[config.mk]
export PLATFORM = sky130hd
export DESIGN_NAME = hub75_scan_ctrl
export DESIGN_NICKNAME = d
export VERILOG_FILES = /design/src/rtl/hub75_pkg.sv /design/src/rtl/hub75_bcm_timer.sv /design/src/rtl/hub75_scan_ctrl.sv
export SDC_FILE = /design/constraint.sdc
export NUM_CORES = 1
export LEC_CHECK = 0
export BUFFER_PORTS_ARGS = -buffer_cell sky130_fd_sc_hd__buf_2
export CAP_MARGIN = 10
export CORE_MARGIN = 2
export CORE_UTILIZATION = 56
export DETAILED_ROUTE_END_ITERATION = 8
export PLACE_DENSITY_LB_ADDON = 0.25
export RECOVER_POWER = 50
export SLEW_MARGIN = 20
export SYNTH_ARGS = -nofsm -noshare
export SYNTH_HDL_FRONTEND = slang
export SYNTH_SLANG_ARGS = --single-unit
[constraint.sdc]
create_clock -name clk -period 6.4 [get_ports clk]
set_clock_uncertainty 0.15 [all_clocks]
set_input_delay 0.96 -clock clk [delete_from_list [all_inputs] [get_ports clk]]
set_output_delay 0.96 -clock clk [all_outputs]
set_load 0.02 [all_outputs]
[src/rtl/hub75_pkg.sv]
// Shared types and helpers for the HUB75 scan path: FSM states, RGB565 field
// offsets, default panel geometry and per-plane bit extraction.
package hub75_pkg;

  typedef enum logic [2:0] {
    ST_IDLE,
    ST_PREFETCH,
    ST_SHIFT,
    ST_LATCH,
    ST_DISPLAY
  } scan_state_e;

  localparam int R_OFS           = 11;
  localparam int G_OFS           = 6;   // green LSB (bit 5) is dropped
  localparam int B_OFS           = 0;
  localparam int PANEL_COLS      = 64;
  localparam int PANEL_ROW_PAIRS = 16;

  function automatic logic [2:0] plane_bits(input logic [15:0] pixel, input int p);
    logic [15:0] sh;
    sh = pixel >> p;
    return {sh[R_OFS], sh[G_OFS], sh[B_OFS]};
  endfunction

endpackage

[src/rtl/hub75_bcm_timer.sv]
// BCM display timer: loads BASE_TICKS<<plane on start, counts down and flags
// the final display cycle.
module hub75_bcm_timer #(
  parameter int BASE_TICKS = 32,
  parameter int PLANES     = 5,
  parameter int PLANE_W    = 3
) (
  input  logic               clk,
  input  logic               reset,
  input  logic               start,
  input  logic [PLANE_W-1:0] plane,
  output logic               done
);

  localparam int CW = $clog2(BASE_TICKS << (PLANES - 1)) + 1;

  logic [CW-1:0] count;

  always_ff @(posedge clk) begin
    if (reset)              count <= '0;
    else if (start)         count <= CW'(BASE_TICKS) << plane;
    else if (count != '0)   count <= count - CW'(1);
  end

  assign done = (count == CW'(1));

endmodule

[src/rtl/hub75_scan_ctrl.sv]
// HUB75 scan controller: walks rows and BCM planes, prefetches pixels from the
// framebuffer, shifts them to the panel and owns the frame-aligned buffer swap.
module hub75_scan_ctrl
  import hub75_pkg::*;
#(
  parameter int COLS       = PANEL_COLS,
  parameter int ROW_PAIRS  = PANEL_ROW_PAIRS,
  parameter int PLANES     = 5,
  parameter int BASE_TICKS = 32,
  localparam int COL_W     = $clog2(COLS),
  localparam int ROW_W     = $clog2(ROW_PAIRS),
  localparam int PLANE_W   = $clog2(PLANES)
) (
  input  logic                   clk,
  input  logic                   reset,
  input  logic                   enable,
  input  logic                   swap_req,
  output logic                   swap_ack,
  output logic                   frame_done,
  output logic                   buffer_toggle,
  output logic                   read_en,
  output logic [ROW_W+COL_W-1:0] read_addr,
  input  logic [15:0]            read_data_top,
  input  logic [15:0]            read_data_bottom,
  output logic                   hub75_clk,
  output logic                   hub75_latch,
  output logic                   hub75_oe_n,
  output logic [ROW_W-1:0]       hub75_addr,
  output logic [2:0]             hub75_rgb_top,
  output logic [2:0]             hub75_rgb_bottom
);

  // cnt spans PREFETCH (0..1) and SHIFT (2..2*COLS+1); SHIFT index is cnt-2
  localparam int CNT_W = $clog2(2 * COLS + 2);

  scan_state_e        state, state_n;
  logic [CNT_W-1:0]   cnt, cnt_n;
  logic [ROW_W-1:0]   row, row_n;
  logic [PLANE_W-1:0] plane, plane_n;
  logic               pending, boundary, timer_done;
  logic               fetching_n, load_rgb, do_swap;

  hub75_bcm_timer #(
    .BASE_TICKS(BASE_TICKS),
    .PLANES    (PLANES),
    .PLANE_W   (PLANE_W)
  ) u_timer (
    .clk  (clk),
    .reset(reset),
    .start(state == ST_LATCH),
    .plane(plane),
    .done (timer_done)
  );

  always_comb begin
    state_n  = state;
    cnt_n    = cnt;
    row_n    = row;
    plane_n  = plane;
    boundary = 1'b0;
    unique case (state)
      ST_IDLE: if (enable) begin
        state_n = ST_PREFETCH;
        cnt_n   = '0;
      end
      ST_PREFETCH: begin
        cnt_n = cnt + CNT_W'(1);
        if (cnt == CNT_W'(1)) state_n = ST_SHIFT;
      end
      ST_SHIFT: begin
        if (cnt == CNT_W'(2 * COLS + 1)) state_n = ST_LATCH;
        else                             cnt_n   = cnt + CNT_W'(1);
      end
      ST_LATCH: state_n = ST_DISPLAY;
      ST_DISPLAY: if (timer_done) begin
        state_n = ST_PREFETCH;
        cnt_n   = '0;
        if (plane != PLANE_W'(PLANES - 1)) begin
          plane_n = plane + PLANE_W'(1);
        end else begin
          plane_n = '0;
          if (row != ROW_W'(ROW_PAIRS - 1)) begin
            row_n = row + ROW_W'(1);
          end else begin
            row_n    = '0;
            boundary = 1'b1;
            if (!enable) state_n = ST_IDLE;
          end
        end
      end
      default: state_n = ST_IDLE;
    endcase
  end

  assign fetching_n = (state_n == ST_PREFETCH) || (state_n == ST_SHIFT);
  // RAM data for column c arrives on odd cnt, one cycle before it is shifted
  assign load_rgb   = ((state == ST_PREFETCH) || (state == ST_SHIFT)) && cnt[0] &&
                      (cnt < CNT_W'(2 * COLS));
  assign do_swap    = boundary && (pending || swap_req);

  always_ff @(posedge clk) begin
    if (reset) begin
      state            <= ST_IDLE;
      cnt              <= '0;
      row              <= '0;
      plane            <= '0;
      pending          <= 1'b0;
      buffer_toggle    <= 1'b0;
      frame_done       <= 1'b0;
      swap_ack         <= 1'b0;
      read_en          <= 1'b0;
      read_addr        <= '0;
      hub75_clk        <= 1'b0;
      hub75_latch      <= 1'b0;
      hub75_oe_n       <= 1'b1;
      hub75_addr       <= '0;
      hub75_rgb_top    <= '0;
      hub75_rgb_bottom <= '0;
    end else begin
      state       <= state_n;
      cnt         <= cnt_n;
      row         <= row_n;
      plane       <= plane_n;
      pending     <= (pending || swap_req) && !boundary;
      frame_done  <= boundary;
      swap_ack    <= do_swap;
      if (do_swap) buffer_toggle <= ~buffer_toggle;
      read_en     <= fetching_n;
      if (fetching_n) read_addr <= {row_n, cnt_n[COL_W:1]};
      hub75_clk   <= (state_n == ST_SHIFT) && cnt_n[0];
      hub75_latch <= (state_n == ST_LATCH);
      hub75_oe_n  <= (state_n != ST_DISPLAY);
      if (state_n == ST_LATCH) hub75_addr <= row;
      if (load_rgb) begin
        hub75_rgb_top    <= plane_bits(read_data_top, int'(plane));
        hub75_rgb_bottom <= plane_bits(read_data_bottom, int'(plane));
      end
    end
  end

endmodule
==> results.py <==
metrics = {
    "run_status": {
        "outcome": "complete, but fails checks",
        "violations": "max-capacitance violations, max-slew violations",
    },
    "setup_path": {
        "critical_path_class": "input pin to flop",
        "worstRegToRegCells": 7,
        "cp_max_fo": 40,
        "cp-end-kind": "flop",
        "crit_required_ps": 6460,
        "arrival_ps": 3270,
        "critical_path.startpoint_type": "input pin",
    },
    "global_route": {
        "overflow": 0,
        "grt_pass1_wl_microns": 9760,
        "grt_pass1_vias": 2201,
        "top_usage_layer": "met2",
        "antenna_found_initial": 0,
        "grt_start_max_net_pins": 41,
        "use_met1": 0.251,
        "grt_use_met3": 0.0379,
        "grt_use_met2": 0.363,
        "grt.total_usage": 0.201,
    },
    "timing": {
        "min_period_ps": 3210,
        "setup_tns_ps": 0,
        "relSlewSlack": -0.133,
        "slew_violations": 41,
        "worst_slew_pin_slew_ps": 1700,
        "whs_ps": 337,
        "rsz0062_at_grt": "no",
        "period_share": 0.501,
        "fmax_ghz": 0.312,
        "setup_ws_ps": 3190,
        "hold_violations": 0,
        "finalSetupViolations": 0,
    },
    "synth": {
        "syn_area_sq_um": 2910,
        "ys.flop_type": "dfxtp_1",
        "synth_top_cell_by_area": "dfxtp_1",
        "synth.avg_cell_area_sq_um": 9.34,
        "syn_inst": 312,
        "ys_seq_area_frac": 0.385,
        "synthDistinctLibCells": 61,
        "async_reset_ff_frac": 0,
        "ys_warn_count": 0,
        "synth_enable_flop_cells": 0,
        "synth_common_cells": "56 x dfxtp_1, 35 x nor2_1, 22 x nand2_1, 19 x a21oi_1, 13 x nand3_1",
        "synth_top_area_share": 0.385,
        "synth_most_common_cell": "dfxtp_1",
        "ys_ff_latch": 56,
        "synth_area_leaders": "dfxtp_1 38%, mux4_2 7.7%, ha_1 4.7%",
        "syn_nets": 359,
    },
    "routing": {
        "wirelength_microns": 5810,
        "antenna_left": 0,
        "post_drt_wl_per_cell_microns": 13.4,
        "drt-pass1-iter-count": 4,
        "route.detailed.drc": 0,
        "vias": 2423,
        "via_per_inst": 5.61,
        "drt_iter0_drc": 80,
    },
    "placement": {
        "gp_congestion": 0.814,
        "placed_area_sq_um": 3210,
        "dp_hpwl_microns": 4420,
        "dp_slack_ps": 3520,
        "port-buffer-count": 62,
    },
    "clock_network": {
        "clk_latency_ps": 310,
        "clk_pin_slew_ps": 100,
        "cts_root_buffer": "clkbuf_8",
        "clockBufferDepth": 2,
        "h-tree-depth": 2,
        "cts_resized": 0,
        "cts_setup_buffers": 0,
        "clock_sink_count": 56,
        "cts_buffers": 5,
        "cts_tree": "done",
        "hold_buffers": 0,
    },
    "floorplan": {
        "io_pins": 63,
        "die_area_sq_um": 5800,
        "core_sq_um": 5070,
        "placementRows": 26,
        "initial_core_util": 0.574,
        "die_height_microns": 76.1,
        "dieWidth_microns": 76.1,
    },
    "layout": {
        "final_area_sq_um": 3280,
        "drive_gt1_frac": 0.182,
        "syn_to_final_growth_pct": 12.5,
        "num_antenna_cells": 0,
        "fin_util": 0.646,
        "nets": 408,
    },
    "pwr": {
        "internal_power_mw": 0.566,
        "swShare": 0.334,
        "power_frac_seq": 0.490,
        "p_sw_mw": 0.284,
        "clockPowerShare": 0.233,
        "comb_power_share": 0.277,
        "p_leak_nw": 1.34,
        "p_per_area_nw_per_um2": 259,
        "ir_drop_mv": 0.194,
    },
    "job": {
        "drv_cap": 1,
    },
    "worst_hold_path": {
        "min_path_cells": 1,
        "hp-class": "flop to flop",
    },
}
==> power by group through the flow <==
stage                     clock network (mW)  logic (mW)  registers, mW
after floorplan                            0       0.184          0.421
after global placement                     0       0.227          0.424
after detailed placement                   0       0.234          0.424
after CTS                              0.205       0.237          0.416
after global routing                   0.220       0.265          0.421
final                                  0.198       0.236          0.416
==> layout by cell type, fill, tap and decap left out, types with 5 or more instances in the layout <==
cell / netlist / layout
and3_1: 5 / 5
dfxtp_1: 56 / 56
clkbuf_8: 0 / 5
clkbuf_1: 7 / 28
xor2_1: 9 / 9
nand2b_1: 6 / 6
a311oi_1: 7 / 7
ha_1: 11 / 11
nor2_1: 35 / 35
a21oi_1: 19 / 19
mux2i_1: 8 / 8
nand3_1: 13 / 13
buf_2: 8 / 34
mux4_2: 10 / 10
nand2_1: 22 / 22
a211oi_1: 5 / 5
a31oi_1: 8 / 8
inv_1: 9 / 9
==> metrics by stage <==
stage | cells | power [mW]
final | 432 | 0.850
after detailed placement | 424 | 0.658
after CTS | 432 | 0.858
after global routing | 432 | 0.906
after floorplan | 312 | 0.605
after global placement | 424 | 0.650
==> worst max-delay path: stages <==
cell and delay (ps):
clkbuf_1 1200, inv_1 400, nand2_1 170, a21oi_1 50, a31o_2 230, mux2_2 250
==> final cells by class <==
cell class | instances | area (sq um)
Inverter | 10 | 37.5
Clock inverter | 3 | 26.3
Tap cell | 70 | 87.6
Multi-Input combinational cell | 226 | 1660
Sequential cell | 56 | 1120
Clock buffer | 5 | 68.8
Fill cell | 466 | 1800
Timing Repair Buffer | 62 | 275
==> per-layer routing <==
metal / part of all wire / wire length (microns)
met2: 0.49 / 2870
met1: 0.46 / 2680
met3: 0.036 / 207
met4: 0.0093 / 54
met5: 0 / 0
==> kinds of logic after synthesis <==
family | count (synthesis) | synth area share
simple gates | 118 | 0.219
compound gates | 65 | 0.154
flops | 56 | 0.385
buf+inv | 30 | 0.0464
mux | 21 | 0.116
xor+xnor | 11 | 0.0331
fa+ha+maj | 11 | 0.0472
==> worst paths after layout <==
| path | startpoint | endpoint | slack [ps] |
|---|---|---|---|
| max reg2reg | plane[0] | read_addr[3] | 3610 |
| max | reset | read_addr[8] | 3190 |
| min reg2reg | read_addr[1] | read_addr[1] | 340 |
| min | read_addr[1] | read_addr[1] | 340 |
==> sequential cells by signal, indices dropped and copies added (netlist names), 3 cells and up <==
signal            cells
plane                 3
read_addr            10
hub75_rgb_bottom      3
hub75_rgb_top         3
row                   4
cnt                   8
state                 3
hub75_addr            4
u_timer.count        10
No activity file was read; power rests on OpenSTA's default activity.
